### src/rtl/game_pkg.sv
// Shared board geometry, cell helpers and the match FSM state type.
package game_pkg;
  localparam int ROWS      = 8;
  localparam int COLS      = 8;
  localparam int CELL_BITS = 3;
  localparam logic [CELL_BITS-1:0] EMPTY = 3'd0;

  localparam int NCELLS  = ROWS * COLS;
  localparam int BOARD_W = NCELLS * CELL_BITS;
  localparam int CNT_W   = 7;
  localparam int SCORE_W = 16;

  typedef enum logic [2:0] {
    IDLE,
    SCAN_H,
    SCAN_V,
    APPLY,
    DONE
  } match_state_t;

  // Flat cell index of (r,c); the cell's bits start at cell_idx(r,c)*CELL_BITS.
  function automatic int cell_idx(input int r, input int c);
    return r * COLS + c;
  endfunction

  function automatic logic [CNT_W-1:0] popcount(input logic [NCELLS-1:0] m);
    logic [CNT_W-1:0] n;
    n = '0;
    for (int i = 0; i < NCELLS; i++) n = n + CNT_W'(m[i]);
    return n;
  endfunction
endpackage

### src/rtl/match_clear_if.sv
// Request/result bundle between the board owner and match_clear.
// The score field exists only when MATCH_SCORE_EN is defined.
interface match_clear_if;
  import game_pkg::*;

  logic                 start;
  logic [BOARD_W-1:0]   board;
  logic [BOARD_W-1:0]   cleared_board;
  logic [NCELLS-1:0]    match_mask;
  logic [CNT_W-1:0]     match_count;
  logic                 found;
  logic                 busy;
  logic                 done;
`ifdef MATCH_SCORE_EN
  logic [SCORE_W-1:0]   score;
`endif

  modport master (
    output start, board,
    input  cleared_board, match_mask, match_count, found, busy, done
`ifdef MATCH_SCORE_EN
    , score
`endif
  );

  modport slave (
    input  start, board,
    output cleared_board, match_mask, match_count, found, busy, done
`ifdef MATCH_SCORE_EN
    , score
`endif
  );
endinterface

### src/rtl/run_detect8.sv
// Combinational run finder for one 8-cell line: marks cells in runs of >=3
// equal non-empty colours and counts runs of length >=4.
module run_detect8
  import game_pkg::*;
#(
  parameter int CELL_BITS = game_pkg::CELL_BITS
) (
  input  logic [8*CELL_BITS-1:0] cells,
  output logic [7:0]             mask,
  output logic [1:0]             runs4
);
  logic [CELL_BITS-1:0] c [8];
  logic [5:0]           w3;

  always_comb begin
    for (int i = 0; i < 8; i++) c[i] = cells[i*CELL_BITS +: CELL_BITS];
  end

  // w3[j]: cells j..j+2 share a non-empty colour; any L>=3 run is a union of these.
  always_comb begin
    w3   = '0;
    mask = '0;
    for (int j = 0; j < 6; j++) begin
      w3[j] = (c[j] != EMPTY) && (c[j] == c[j+1]) && (c[j+1] == c[j+2]);
      if (w3[j]) mask = mask | (8'b0000_0111 << j);
    end
  end

  // A run of >=4 is counted once, at its leftmost window.
  always_comb begin
    runs4 = '0;
    if (w3[0] && w3[1]) runs4 = runs4 + 2'd1;
    for (int j = 1; j < 5; j++)
      if (w3[j] && w3[j+1] && (c[j-1] != c[j])) runs4 = runs4 + 2'd1;
  end
endmodule

### src/rtl/match_clear.sv
// Match detector/eliminator: scans 8 rows then 8 columns through one shared
// run_detect8, then zeroes matched cells. MATCH_SCORE_EN adds the score counter.
module match_clear #(
  parameter int ROWS      = game_pkg::ROWS,
  parameter int COLS      = game_pkg::COLS,
  parameter int CELL_BITS = game_pkg::CELL_BITS
) (
  input  logic         clk,
  input  logic         reset,
  match_clear_if.slave mc
);
  import game_pkg::*;

  localparam int NC = ROWS * COLS;
  localparam int BW = NC * CELL_BITS;

  match_state_t          state, nstate;
  logic [2:0]            cnt;
  logic [BW-1:0]         latched;
  logic [NC-1:0]         mask_acc;

  logic [8*CELL_BITS-1:0] line;
  logic [7:0]            lmask;
  logic [1:0]            lruns4;

  logic [BW-1:0]         clr_next;
  logic [CNT_W-1:0]      cnt_next;

  logic [BW-1:0]         cb_q;
  logic [NC-1:0]         mask_q;
  logic [CNT_W-1:0]      cnt_q;
  logic                  found_q;
  logic                  done_q;

  // Row k in SCAN_H, column k in SCAN_V, both from the latched copy.
  always_comb begin
    line = '0;
    for (int i = 0; i < 8; i++) begin
      if (state == SCAN_V)
        line[i*CELL_BITS +: CELL_BITS] = latched[{3'(i), cnt}*CELL_BITS +: CELL_BITS];
      else
        line[i*CELL_BITS +: CELL_BITS] = latched[{cnt, 3'(i)}*CELL_BITS +: CELL_BITS];
    end
  end

  run_detect8 #(.CELL_BITS(CELL_BITS)) u_det (
    .cells (line),
    .mask  (lmask),
    .runs4 (lruns4)
  );

  for (genvar g = 0; g < NC; g++) begin : g_clr
    assign clr_next[g*CELL_BITS +: CELL_BITS] =
      mask_acc[g] ? EMPTY : latched[g*CELL_BITS +: CELL_BITS];
  end

  assign cnt_next = popcount(mask_acc);

  always_comb begin
    nstate = state;
    case (state)
      IDLE:    if (mc.start) nstate = SCAN_H;
      SCAN_H:  if (cnt == 3'd7) nstate = SCAN_V;
      SCAN_V:  if (cnt == 3'd7) nstate = APPLY;
      APPLY:   nstate = DONE;
      DONE:    nstate = IDLE;
      default: nstate = IDLE;
    endcase
  end

  always_ff @(posedge clk or posedge reset) begin
    if (reset) begin
      state    <= IDLE;
      cnt      <= '0;
      latched  <= '0;
      mask_acc <= '0;
      cb_q     <= '0;
      mask_q   <= '0;
      cnt_q    <= '0;
      found_q  <= 1'b0;
      done_q   <= 1'b0;
    end else begin
      state  <= nstate;
      done_q <= (state == DONE);
      case (state)
        IDLE: if (mc.start) begin
          latched  <= mc.board;
          mask_acc <= '0;
          cnt      <= '0;
        end
        SCAN_H: begin
          mask_acc[{cnt, 3'b000} +: 8] <= mask_acc[{cnt, 3'b000} +: 8] | lmask;
          cnt <= cnt + 3'd1;
        end
        SCAN_V: begin
          for (int i = 0; i < 8; i++)
            if (lmask[i]) mask_acc[{3'(i), cnt}] <= 1'b1;
          cnt <= cnt + 3'd1;
        end
        APPLY: begin
          cb_q    <= clr_next;
          mask_q  <= mask_acc;
          cnt_q   <= cnt_next;
          found_q <= (cnt_next != '0);
        end
        default: ;
      endcase
    end
  end

`ifdef MATCH_SCORE_EN
  logic [SCORE_W-1:0] score_q;
  logic [5:0]         bonus_acc;
  logic [SCORE_W:0]   score_sum;

  // Each run of >=4 is worth 2 on top of the per-cell count.
  assign score_sum = {1'b0, score_q} + (SCORE_W+1)'(cnt_next) + (SCORE_W+1)'({bonus_acc, 1'b0});

  always_ff @(posedge clk or posedge reset) begin
    if (reset) begin
      score_q   <= '0;
      bonus_acc <= '0;
    end else begin
      case (state)
        IDLE:           if (mc.start) bonus_acc <= '0;
        SCAN_H, SCAN_V: bonus_acc <= bonus_acc + 6'(lruns4);
        APPLY:          score_q <= score_sum[SCORE_W] ? {SCORE_W{1'b1}} : score_sum[SCORE_W-1:0];
        default: ;
      endcase
    end
  end

  assign mc.score = score_q;
`else
  logic unused_runs4;
  assign unused_runs4 = ^lruns4;
`endif

  assign mc.cleared_board = cb_q;
  assign mc.match_mask    = mask_q;
  assign mc.match_count   = cnt_q;
  assign mc.found         = found_q;
  assign mc.done          = done_q;
  assign mc.busy          = (state != IDLE);
endmodule

### src/flat_wrapper.sv
// flat-port wrapper written by rule: the top's interface ports become plain ports
module match_clear_flat import game_pkg::*;
#(
  parameter int ROWS      = game_pkg::ROWS,
  parameter int COLS      = game_pkg::COLS,
  parameter int CELL_BITS = game_pkg::CELL_BITS
)
  (clk, reset, mc_start, mc_board, mc_cleared_board, mc_match_mask, mc_match_count, mc_found, mc_busy, mc_done);
  match_clear_if mc_i ();
  input  logic clk;
  input  logic reset;
  input wire logic [$bits(mc_i.start)-1:0] mc_start;
  input wire logic [$bits(mc_i.board)-1:0] mc_board;
  output wire logic [$bits(mc_i.cleared_board)-1:0] mc_cleared_board;
  output wire logic [$bits(mc_i.match_mask)-1:0] mc_match_mask;
  output wire logic [$bits(mc_i.match_count)-1:0] mc_match_count;
  output wire logic [$bits(mc_i.found)-1:0] mc_found;
  output wire logic [$bits(mc_i.busy)-1:0] mc_busy;
  output wire logic [$bits(mc_i.done)-1:0] mc_done;
  assign mc_i.start = mc_start;
  assign mc_i.board = mc_board;
  assign mc_cleared_board = mc_i.cleared_board;
  assign mc_match_mask = mc_i.match_mask;
  assign mc_match_count = mc_i.match_count;
  assign mc_found = mc_i.found;
  assign mc_busy = mc_i.busy;
  assign mc_done = mc_i.done;
  match_clear #(.ROWS(ROWS), .COLS(COLS), .CELL_BITS(CELL_BITS)) u_core (.clk(clk), .reset(reset), .mc(mc_i));
endmodule
### config.mk
export PLATFORM = sky130hd
export DESIGN_NAME = match_clear_flat
export DESIGN_NICKNAME = d
export VERILOG_FILES = /design/src/rtl/game_pkg.sv /design/src/rtl/match_clear_if.sv /design/src/rtl/run_detect8.sv /design/src/rtl/match_clear.sv /design/src/flat_wrapper.sv
export SDC_FILE = /design/constraint.sdc
export NUM_CORES = 1
export LEC_CHECK = 0
export BUFFER_PORTS_ARGS = -buffer_cell sky130_fd_sc_hd__buf_2
export CAP_MARGIN = 5
export CORE_UTILIZATION = 30
export CTS_BUF_LIST = sky130_fd_sc_hd__clkbuf_4
export DETAILED_ROUTE_END_ITERATION = 12
export PLACE_DENSITY_LB_ADDON = 0.08
export SETUP_SLACK_MARGIN = 0.15
export SLEW_MARGIN = 25
export SYNTH_ARGS = -nofsm -noshare
export SYNTH_HDL_FRONTEND = slang
export SYNTH_SLANG_ARGS = --single-unit
### constraint.sdc
create_clock -name clk -period 55.1 [get_ports clk]
set_input_delay 8.265 -clock clk [delete_from_list [all_inputs] [get_ports clk]]
set_output_delay 8.265 -clock clk [all_outputs]
set_load 0.02 [all_outputs]
; ---- Word level (Yosys, flattened, before mapping)
; Cells that the tools add are included.
[word_totals]
ff_bits = 527
latchBits = 0
ramBits = 0
rom_bits = 0
input_bits = 195
output_inout_bits = 266
elab_cells = 303
n_memories = 0
[classes]
addsub = 65
mul = 16
n_div = 0
magnitude_cmp = 16
n_eq_ne = 15
shift = 19
mux = 118
n_bitwise = 9
reduce_logical = 36
[op_table]
columns = operator, count
row1 = 192-bit by 9-bit variable part select with 3-bit output, 12
row2 = 64-bit 2-to-1 mux, 16
row3 = 7-bit by 1-bit adder with 7-bit output, 62
row4 = 192-bit by 8-bit variable part select with 3-bit output, 2
row5 = 3-bit 2-to-1 mux, 77
row6 = 64-bit case mux with 3 select lines, 1
row7 = 192-bit by 6-bit variable part select with 3-bit output, 1
row8 = 192-bit by 7-bit variable part select with 3-bit output, 1
row9 = 64-bit bitwise mux, 1
row10 = 6-bit by 2-bit multiplier with 8-bit output (second input constant), 8
row11 = 64-bit by 16-bit OR with 64-bit output, 1
row12 = 64-bit by 24-bit OR with 64-bit output, 1
row13 = 64-bit by 32-bit OR with 64-bit output, 1
row14 = 64-bit by 40-bit OR with 64-bit output, 1
row15 = 64-bit by 48-bit OR with 64-bit output, 1
row16 = 64-bit by 56-bit OR with 64-bit output, 1
row17 = 64-bit OR, 1
row18 = 64-bit by 8-bit OR with 64-bit output, 1
row19 = 8-bit by 8-bit variable shift with 64-bit output (first input constant), 1
row20 = 64-bit by 7-bit variable part select with 8-bit output, 1
row21 = 8-bit by 8-bit variable part select with 64-bit output, 1
row22 = 6-bit by 7-bit < comparator with 1-bit output (second input constant), 4
row23 = 5-bit by 2-bit multiplier with 7-bit output (second input constant), 4
row24 = 1-bit demux with 3-bit select, 8
row25 = other kinds (35), 86

; ---- Depth between registers and ports, before layout
[depth]
depth_word = 64
ltp_mapped = 24
ltp_nobuf = 24

; ---- Cells and area by module
; From an unflattened synthesis, not the netlist that was laid out.
[hier_totals]
cells_unflattened = 2611
hier_area_um2 = 26514.2
[modules_own_cells]
columns = module, instances, cells_per_inst, area_each_um2, seq_area_each_um2
row1 = match_clear, 1, 2542, 26040.0, 13187.6
row2 = run_detect8, 1, 69, 474.2, 0.0

; ---- Worst setup path before layout
; OpenSTA, ideal clock, no wires.
[synth_path]
path_type = input to register
startpoint = input mc_start
endpoint = register u_core.latched[10]
setup_time_ns = 0.125
arrival_ns = 10.168
required_ns = 54.975
path_slack_ns = 44.807
stages = 9
n_path_buf = 3
path_cell_list = nor3_1 -> nor2_1 -> and2_1 -> clkbuf_1 -> nand2_1 -> nor2_1 -> clkbuf_1 -> clkbuf_1 -> mux2_2
[synth_between]
elab_chain_cells = 1
[synth_lines]
columns = item, line_no
row1 = start: declaration, flat_wrapper.sv:12  ; input wire logic [$bits(mc_i.start)-1:0] mc_start;
row2 = 2-bit AND reduction (no source line), n/a
row3 = end signal: assignment, match_clear.sv:87  ; latched <= mc.board;
row4 = end: declaration, match_clear.sv:19  ; logic [BW-1:0] latched;
; No other way between the ends.
; A chain may end at the register's enable or synchronous reset.

; ---- Final worst setup path
[layout_path]
startpoint = input mc_start
endpoint = register u_core.latched[30]
; Same word-level chain as after synthesis.

==> run_results.csv <==
group,metric,value,unit
yosys,synth-edff-count,0,
cells_and_area,final_cell_mix,"nand2_1 (579), dfrtp_1 (524), buf_2 (460)",
sta,finalHoldViolations,0,
yosys,syn_inst,2691,
clock_network,cts_tree,"built",
setup_path,crit_path_end_kind,"flip-flop",
grt,first_global_vias,24500,
detailed_routing,antenna_violating_nets_post_route,0,
placed_design,dp_hpwl,102000,um
sta,relSlewSlack,0.253,
pwr,ir_worst_vdd,0.0606,mV
pwr,fin_total_pwr,2.75,mW
sta,final_max_slew_viol_count,0,
sta,rsz0062_at_grt,"no",
die,ios,461,
detailed_routing,drt_wl_total,134000,um
sta,holdWs,0.461,ns
cells_and_area,fill_cells,9305,
clock_network,cts-resized-gates,0,
pwr,p_leak,15.7,nW
placed_design,place_area,30700,sq um
yosys,ys_ff_latch,527,
cells_and_area,layout-drive-gt1-share,0.310,
sta,fin_ws,44.09,ns
clock_network,post-cts-setup-buffers,0,
detailed_routing,drc,0,
yosys,synth.avg_cell_area,10.2,sq um
yosys,yosysSeqAreaShare,0.482,
detailed_routing,viasPerCell,5.48,
run,drv_cap,0,
yosys,ys_types,96,
grt,grt.overflow.total,0,
die,die_x,304,um
placed_design,dp_slack,43.15,ns
detailed_routing,dr_total_vias,24400,
setup_path,cp_cell_sequence,"buf_2 > nor3_1 > nor2_1 > and2_1 > nand2_1 > buf_4 > nor2_4 > buf_4 > buf_4 > mux2_2",
clock_network,htreeDepth,4,
die,row_count,110,
detailed_routing,drt-wirelength-per-cell,30.3,um
die,die_area,92300,sq um
grt,grt_pass1_wl,190000,um
clock_network,cts_max_path_buffers,3,
grt,antenna_found_initial,13,
cells_and_area,fin_area,32500,sq um
clock_network,clkTransAtPathRegs,0.07,ns
placed_design,place.gp.congestion,0.971,
pwr,p_per_area,84.8,nW/um^2
clock_network,ctsHoldBuffers,0,
setup_path,cp-start-kind,"primary input",
detailed_routing,detail_route.iter0.violations,2254,
clock_network,cts-root-buf,"clkbuf_4",
grt,grt_start_max_net_pins,198,
sta,fin_crit,11.01,ns
setup_path,crit_required,55.96,ns
cells_and_area,final_cells,4444,
placed_design,port_buffers,460,
yosys,netlist_area,27300,sq um
status,status,"complete, no violations",
cells_and_area,area_delta_synth_final,18.8,%
placed_design,dp.cells,4197,
die,die_h,304,um
sta,finalSetupViolCount,0,
sta,tightest_slew,1.12,ns
cells_and_area,mostFrequentLayoutCell,"nand2_1",
sta,setup_tns,0,ns
clock_network,cts_made_buffers,153,
setup_path,max_stage_delay,0.91,ns
sta,timing.fmax,0.0908,GHz
yosys,synth_warnings,0,
yosys,synth_nets,2960,
yosys,synthArstFlopShare,1.00,
setup_path,worstPathArrival,11.87,ns
die,floorplan.initialDensity,0.303,
worst_hold_path,worst_hold_path_type,"reg -> reg",
cells_and_area,post-route-util,0.360,
die,core,90100,sq um
setup_path,path_common_cell,"buf_4",
setup_path,worstPathMaxFanout,75,
clock_network,clk_latency,1.05,ns
sta,skew,0.0875,ns
grt,grt_usage,0.289,
sta,timing.final.crit_share,0.200,
detailed_routing,drtPass1Iterations,7,
cells_and_area,nNetsFinal,3445,
setup_path,cpMaxStageDelayCell,"buf_4",
yosys,synth-main-ff-cell,"dfrtp_1",
clock_network,clock-sinks,527,
setup_path,criticalPathCategory,"in -> reg",
[critical path, delay by kind of cell]
kind	cells	cell delay (ns)
buffers and inverters	4	2.05
and+or+nand+nor	5	0.99
muxes	1	0.43
[synth_stat cells, drive strengths merged (12+ instances only)]
master  number  area share
a21o        12      0.0033
a21oi       79       0.015
a22oi       17      0.0047
and3        13      0.0030
buf         60       0.014
clkbuf     109       0.015
dfrtp      527        0.48
fa          54       0.040
ha          20      0.0092
inv        117       0.016
mux2       207       0.085
mux2i       58       0.021
mux4        18       0.015
nand2      579       0.080
nand3       23      0.0044
nand3b      80       0.022
nor2        91       0.013
nor2b       12      0.0027
nor3        33      0.0062
o211ai      12      0.0035
o21a        26      0.0071
o21ai      237       0.044
o221a       12      0.0053
o221ai      18      0.0058
o22ai       54       0.013
[final timing paths]
| path | start | endpoint | slack (ns) | depth (start not counted) |
|---|---|---|---|---|
| max | mc_start | u_core.latched[30] | 44.09 | 10 |
| min | u_core.mc.cleared_board[36] | u_core.mc.cleared_board[36] | 0.46 | 2 |
| max reg2reg | u_core.mask_acc[38] | u_core.mc.found | 47.99 | 23 |
| min reg2reg | u_core.mc.cleared_board[36] | u_core.mc.cleared_board[36] | 0.46 | 2 |
| max in group asynchronous | reset | u_core.cnt[0] | 45.65 | 4 |
| min in group asynchronous | reset | u_core.mc.match_mask[57] | 7.34 | 2 |
[registers in the layout (all words and copies together) (netlist names)]
register	flops
u_core.mc.found	1
u_core.state	3
u_core.cnt	3
u_core.mc.done	1
u_core.mask_acc	64
u_core.mc.match_count	7
u_core.mc.match_mask	64
u_core.latched	192
u_core.mc.cleared_board	192
[report_power, final]
part	total [mW]	switching [mW]	internal, mW
combinational	1.57	0.977	0.593
clock	0.357	0.172	0.184
sequential	0.827	0.275	0.553
[per-layer routing]
metal  wire, um  GRT usage
met5         13          0
met1      56900      0.381
met2      63100      0.462
met3       9570     0.0621
met4       4880      0.113
[cells by family after synthesis]
group | count (synthesis) | synth area share
simple gates | 908 | 0.153
compound gates | 599 | 0.144
flops | 527 | 0.482
buf+inv | 286 | 0.0454
mux | 283 | 0.121
fa+ha+maj | 74 | 0.0487
xor+xnor | 14 | 0.00449
[cell type report]
type / count / area (sq um) / area share
Sequential cell: 527 / 13200 / 0.406
Multi-Input combinational cell: 1878 / 12900 / 0.398
Clock buffer: 212 / 1590 / 0.0490
Inverter: 117 / 453 / 0.0139
Timing Repair Buffer: 499 / 2630 / 0.0809
Clock inverter: 28 / 181 / 0.00559
Antenna cell: 7 / 17.5 / 0.000539
Tap cell: 1176 / 1470 / 0.0453
Power figures use the tool's default switching activity.
